`config.mk`:
```
export PLATFORM = sky130hd
export DESIGN_NAME = map_ctrl_tx
export DESIGN_NICKNAME = d
export VERILOG_FILES = /design/src/rtl/map_ctrl_pkg.sv /design/src/rtl/sync_bit.sv /design/src/rtl/map_ctrl_tx.sv
export SDC_FILE = /design/constraint.sdc
export NUM_CORES = 1
export LEC_CHECK = 0
export ABC_AREA = 1
export CAP_MARGIN = 0
export CORE_UTILIZATION = 45
export DETAILED_ROUTE_END_ITERATION = 6
export PLACE_DENSITY = 0.74
export SYNTH_ARGS = -nofsm -noshare
export SYNTH_HDL_FRONTEND = slang
export SYNTH_SLANG_ARGS = --single-unit
export TNS_END_PERCENT = 100
```
`constraint.sdc`:
```
create_clock -name clk -period 2 [get_ports clk]
set_input_delay 0.4 -clock clk [delete_from_list [all_inputs] [get_ports clk]]
set_output_delay 0.4 -clock clk [all_outputs]
set_load 0.03 [all_outputs]
```
`src/rtl/map_ctrl_pkg.sv`:
```
// Shared definitions for the mapper-control toggle handshake: control-word field
// layout and the initiator FSM state encoding.
package map_ctrl_pkg;

  localparam int unsigned CTRL_BITS = 24;
  localparam int unsigned SEL_LSB   = 0;
  localparam int unsigned SEL_W     = 5;
  localparam int unsigned ARGS_LSB  = 5;
  localparam int unsigned ARGS_W    = 7;

  typedef enum logic [1:0] {
    IDLE,
    WAIT,
    STALL
  } ctrl_state_t;

endpackage

```
`src/rtl/sync_bit.sv`:
```
// Single-bit multi-flop synchronizer with synchronous active-high reset to 0.
module sync_bit #(
  parameter int unsigned STAGES = 2
) (
  input  logic clk,
  input  logic reset,
  input  logic d,
  output logic q
);

  logic [STAGES-1:0] ff;

  always_ff @(posedge clk) begin
    if (reset) begin
      ff <= '0;
    end else begin
      ff[0] <= d;
      for (int unsigned i = 1; i < STAGES; i++) begin
        ff[i] <= ff[i-1];
      end
    end
  end

  assign q = ff[STAGES-1];

endmodule

```
`src/rtl/map_ctrl_tx.sv`:
```
// Initiator side of the mapper-control toggle handshake: issues control words with a
// request toggle, waits for the synchronized ack, and holds one pending command.
module map_ctrl_tx #(
  parameter int unsigned CTRL_BITS      = 24,
  parameter int unsigned SYNC_STAGES    = 2,
  parameter int unsigned TIMEOUT_CYCLES = 1048576
) (
  input  logic                 clk,
  input  logic                 reset,
  input  logic [CTRL_BITS-1:0] cmd_data,
  input  logic                 cmd_valid,
  output logic                 cmd_ready,
  output logic [CTRL_BITS-1:0] map_ctrl,
  output logic                 map_ctrl_req,
  input  logic                 map_ctrl_ack,
  output logic                 busy,
  output logic                 done,
  output logic                 timeout
);

  import map_ctrl_pkg::*;

  localparam int unsigned CNT_W = (TIMEOUT_CYCLES > 2) ? $clog2(TIMEOUT_CYCLES) : 1;
  localparam int unsigned SET_W = $clog2(SYNC_STAGES + 1);
  localparam logic [CNT_W-1:0] CNT_MAX     = CNT_W'(TIMEOUT_CYCLES - 1);
  localparam logic [SET_W-1:0] SETTLE_INIT = SET_W'(SYNC_STAGES);

  ctrl_state_t          state_q, state_d;
  logic [CTRL_BITS-1:0] ctrl_q, ctrl_d;
  logic [CTRL_BITS-1:0] slot_q, slot_d;
  logic                 slot_full_q, slot_full_d;
  logic                 req_q, req_d;
  logic [CNT_W-1:0]     cnt_q, cnt_d;
  logic                 timeout_q, timeout_d;
  logic                 recover_q, recover_d;
  logic [SET_W-1:0]     settle_q;
  logic                 ack_s;
  logic                 accept;
  logic                 settled;
  logic                 match;

  sync_bit #(.STAGES(SYNC_STAGES)) u_ack_sync (
    .clk  (clk),
    .reset(reset),
    .d    (map_ctrl_ack),
    .q    (ack_s)
  );

  assign accept  = cmd_valid && !slot_full_q;
  assign match   = (ack_s == req_q);
  // The synchronizer restarts at 0 on reset; issuing is held off until it has
  // refilled so a still-high ack from before reset is seen as outstanding.
  assign settled = (settle_q == '0);

  always_ff @(posedge clk) begin
    if (reset) begin
      state_q     <= IDLE;
      ctrl_q      <= '0;
      slot_q      <= '0;
      slot_full_q <= 1'b0;
      req_q       <= 1'b0;
      cnt_q       <= '0;
      timeout_q   <= 1'b0;
      recover_q   <= 1'b0;
      settle_q    <= SETTLE_INIT;
    end else begin
      state_q     <= state_d;
      ctrl_q      <= ctrl_d;
      slot_q      <= slot_d;
      slot_full_q <= slot_full_d;
      req_q       <= req_d;
      cnt_q       <= cnt_d;
      timeout_q   <= timeout_d;
      recover_q   <= recover_d;
      if (!settled) settle_q <= settle_q - 1'b1;
    end
  end

  always_comb begin
    state_d     = state_q;
    ctrl_d      = ctrl_q;
    slot_d      = slot_q;
    slot_full_d = slot_full_q;
    req_d       = req_q;
    cnt_d       = cnt_q;
    timeout_d   = timeout_q;
    recover_d   = recover_q;
    done        = 1'b0;

    unique case (state_q)
      IDLE: begin
        if (settled && !match) begin
          state_d   = WAIT;
          recover_d = 1'b1;
          cnt_d     = '0;
          if (accept) begin
            slot_d      = cmd_data;
            slot_full_d = 1'b1;
          end
        end else if (settled && slot_full_q) begin
          ctrl_d      = slot_q;
          req_d       = ~req_q;
          slot_full_d = 1'b0;
          cnt_d       = '0;
          state_d     = WAIT;
        end else if (settled && accept) begin
          ctrl_d  = cmd_data;
          req_d   = ~req_q;
          cnt_d   = '0;
          state_d = WAIT;
        end else if (accept) begin
          slot_d      = cmd_data;
          slot_full_d = 1'b1;
        end
      end
      WAIT, STALL: begin
        if (match) begin
          done      = !recover_q;
          recover_d = 1'b0;
          timeout_d = 1'b0;
          cnt_d     = '0;
          state_d   = IDLE;
        end else if (state_q == WAIT) begin
          if (cnt_q == CNT_MAX) begin
            timeout_d = 1'b1;
            state_d   = STALL;
          end else begin
            cnt_d = cnt_q + 1'b1;
          end
        end
        if (accept) begin
          slot_d      = cmd_data;
          slot_full_d = 1'b1;
        end
      end
      default: state_d = IDLE;
    endcase
  end

  assign cmd_ready    = !slot_full_q;
  assign map_ctrl     = ctrl_q;
  assign map_ctrl_req = req_q;
  assign busy         = (state_q != IDLE) || slot_full_q;
  assign timeout      = timeout_q;

endmodule
```
==> run_results.csv <==
group,metric,value,unit
yosys,synth_commonest_cells,"nand2_1, dfxtp_1, inv_1, nor2_1, a21oi_1",
yosys,synth_enable_flop_cells,0,
setup_path,ff2ff_path_depth,8,
power,ir_drop,0.674,mV
floorplan,core_area,8300,sq um
sta,setup_violations,0,
sta,fin_crit_sh,0.969,
setup_path,crit_chain,"inv_1 > clkdlybuf4s50_1",
floorplan,die_x,95.0,microns
cts,clk_pin_slew,80,ps
placement,gp_congestion,0.847,
flow_run,drv_cap,0,
yosys,synth-warning-count,0,
placement,dp.cells,722,
placement,place_area,4600,sq um
routing,wl_per_cell,12.0,microns
sta,worstMarginPinSlew,578,ps
setup_path,cp_data_arrival_time,1540,ps
min_path,whs_path_depth,2,
floorplan,boundaryPins,57,
routing,via_count,3744,
setup_path,setup.worst_path.class,"register to output pin",
yosys,synth_top_area_frac,0.401,
power,p_per_area,1220,nW/um^2
routing,drt_iter0_drc,149,
cells_and_area,syn_to_final_growth,24.6,%
yosys,syn-cell-area,3890,sq um
sta,maxSlewViolCount,0,
yosys,yosysSeqAreaShare,0.401,
sta,period_needed,1940,ps
cts,cts_buffers,9,
setup_path,crit_required,1600,ps
setup_path,r2r_end,"map_ctrl[16]",
global_routing,grt_pass1_wl,14900,microns
cells_and_area,final_area,4850,sq um
setup_path,cpPeakStageDelay,690,ps
yosys,avgSynthCellArea,6.76,sq um
global_routing,first_global_vias,3479,
placement,numPortBuffers,56,
cts,cts_tree,"built",
routing,wl,8850,microns
sta,skew,11.0,ps
routing,ant_nets,0,
power,leakagePower,1.87,nW
placement,place.detailed.hpwl,6250,microns
yosys,syn_nets,610,
min_path,hp-class,"register to register",
global_routing,gr-usage-all-layers,0.208,
cells_and_area,layout.nets,663,
yosys,ys_ff_latch,78,
min_path,whs_endpoint,"u_ack_sync.ff[1]",
setup_path,cp-start-kind,"register",
min_path,worstHoldStart,"u_ack_sync.ff[0]",
floorplan,start_util,0.469,
setup_path,r2r_start,"settle_q[0]",
sta,slew_headroom,0.612,
yosys,ys_async_sr_fraction,0,
setup_path,end_kind,"output pin",
floorplan,fp.dieH,95.0,microns
cells_and_area,drive_gt1_frac,0.104,
cts,clockBufferDepth,2,
sta,fmax,0.516,GHz
cts,cts.sinks,78,
global_routing,grt_remaining_overflow,0,
routing,drcViolationCount,0,
yosys,yosysTopAreaCell,"dfxtp_1",
outcome,status,"finished clean",
sta,hold_viol_final,0,
cts,hold_buffers,0,
routing,first_pass_iters,4,
floorplan,fp.dieArea,9030,sq um
setup_path,crit_slowest_cell,"clkdlybuf4s50_1",
cts,htreeDepth,3,
yosys,yosysUniqueCellTypes,27,
yosys,synth.most_common_cell,"nand2_1",
yosys,synth_area_leaders,"dfxtp_1, nand2_1, a21oi_1",
global_routing,antenna_found_initial,0,
yosys,synthFlopType,"dfxtp_1",
cells_and_area,diodes,0,
cells_and_area,fin_cells,739,
global_routing,grt_max_degree,51,
setup_path,worst-path-max-fanout,4,
setup_path,ff2ff_setup_slack,160,ps
yosys,syn_inst,576,
cts,cts_root_buffer,"clkbuf_8",
routing,viasPerCell,5.07,
floorplan,fp-row-count,33,
cts,clk_latency,350,ps
[per-stage QoR]
step	hold slack (ps)	power (mW)	util	setup TNS, ps	worst slack, ps
CTS	433	5.92	0.581	0	6.61
finish	426	5.93	0.584	0	62.8
global placement	396	4.58	0.554	0	103
floorplan	388	3.87	-	0	177
detailed placement	418	4.67	0.554	0	82.1
global route	449	6.36	0.584	-2.26	-2.26
[logic make-up (layout without fill, tap and decap cells)]
| family | count (synthesis) | in the layout | synth area share |
|---|---|---|---|
| compound gates | 137 | 137 | 0.181 |
| fa+ha+maj | 6 | 6 | 0.0193 |
| buf+inv | 113 | 171 | 0.115 |
| flops | 78 | 78 | 0.401 |
| mux | 10 | 10 | 0.0289 |
| simple gates | 232 | 232 | 0.255 |
[cell usage in the layout, fill, tap and decap left out, drive strengths merged, types with 2 or more instances in the layout]
cell type / n
o31ai: 2
nor2: 80
mux2: 10
clkinvlp: 2
nand3: 27
a21oi: 63
o21ai: 70
nor3: 2
clkbuf: 9
inv: 86
clkdlybuf4s50: 54
buf: 16
nand2: 106
ha: 6
nand4: 14
dfxtp: 78
o21bai: 2
clkinv: 2
[state kept, by name, summed over array words and instances, names as in the netlist]
| name | cells |
|---|---|
| slot_q | 24 |
| settle_q | 2 |
| slot_full_q | 1 |
| timeout | 1 |
| u_ack_sync.ff | 2 |
| map_ctrl | 24 |
| map_ctrl_req | 1 |
| recover_q | 1 |
| state_q | 2 |
| cnt_q | 20 |
[timing repair]
item                                    CTS  global route
resized for setup                         5             6
pin swaps                                 1             2
endpoints found under the setup margin    2            29
setup buffers                             0             1
endpoints found under the hold margin     0             0
[final cells by class]
| class | instances | area [sq um] |
|---|---|---|
| Fill cell | 766 | 3450 |
| Multi-Input combinational cell | 385 | 1920 |
| Sequential cell | 78 | 1560 |
| Timing Repair Buffer | 71 | 711 |
| Inverter | 84 | 318 |
| Tap cell | 105 | 131 |
| Clock buffer | 9 | 124 |
| Clock inverter | 7 | 80.1 |
[layer usage]
layer,GRT usage,up-vias,part of all wire
li1,-,1945,-
met1,0.238,1705,0.46
met2,0.374,87,0.48
met3,0.0660,7,0.055
met4,0.0492,0,0.0072
met5,0,-,0
[power breakdown]
group          leakage (nW)  internal, mW  total, mW  switching (mW)
clock                0.0964         0.589       1.22           0.627
combinational          1.14          1.01       2.56            1.55
sequential            0.640          1.93       2.16           0.230
total                  1.87          3.53       5.93            2.40
[how the worst max path moves through the flow]
stage | startpoint | endpoint | depth (start not counted)
6_report | slot_full_q | cmd_ready | 2
5_1_grt | settle_q[0] | slot_q[7] | 10
4_1_cts | state_q[0] | done | 5
3_5_place_dp | state_q[0] | cnt_q[13] | 9
3_3_place_gp | cmd_valid | map_ctrl[16] | 6
2_1_floorplan | map_ctrl_req | done | 5
[worst max-delay path: cells and delay by family, from the launching register on]
family | cells | cell delay, ps
buf+inv | 2 | 820
flops | 1 | 370
Power figures use the tool's default switching activity.
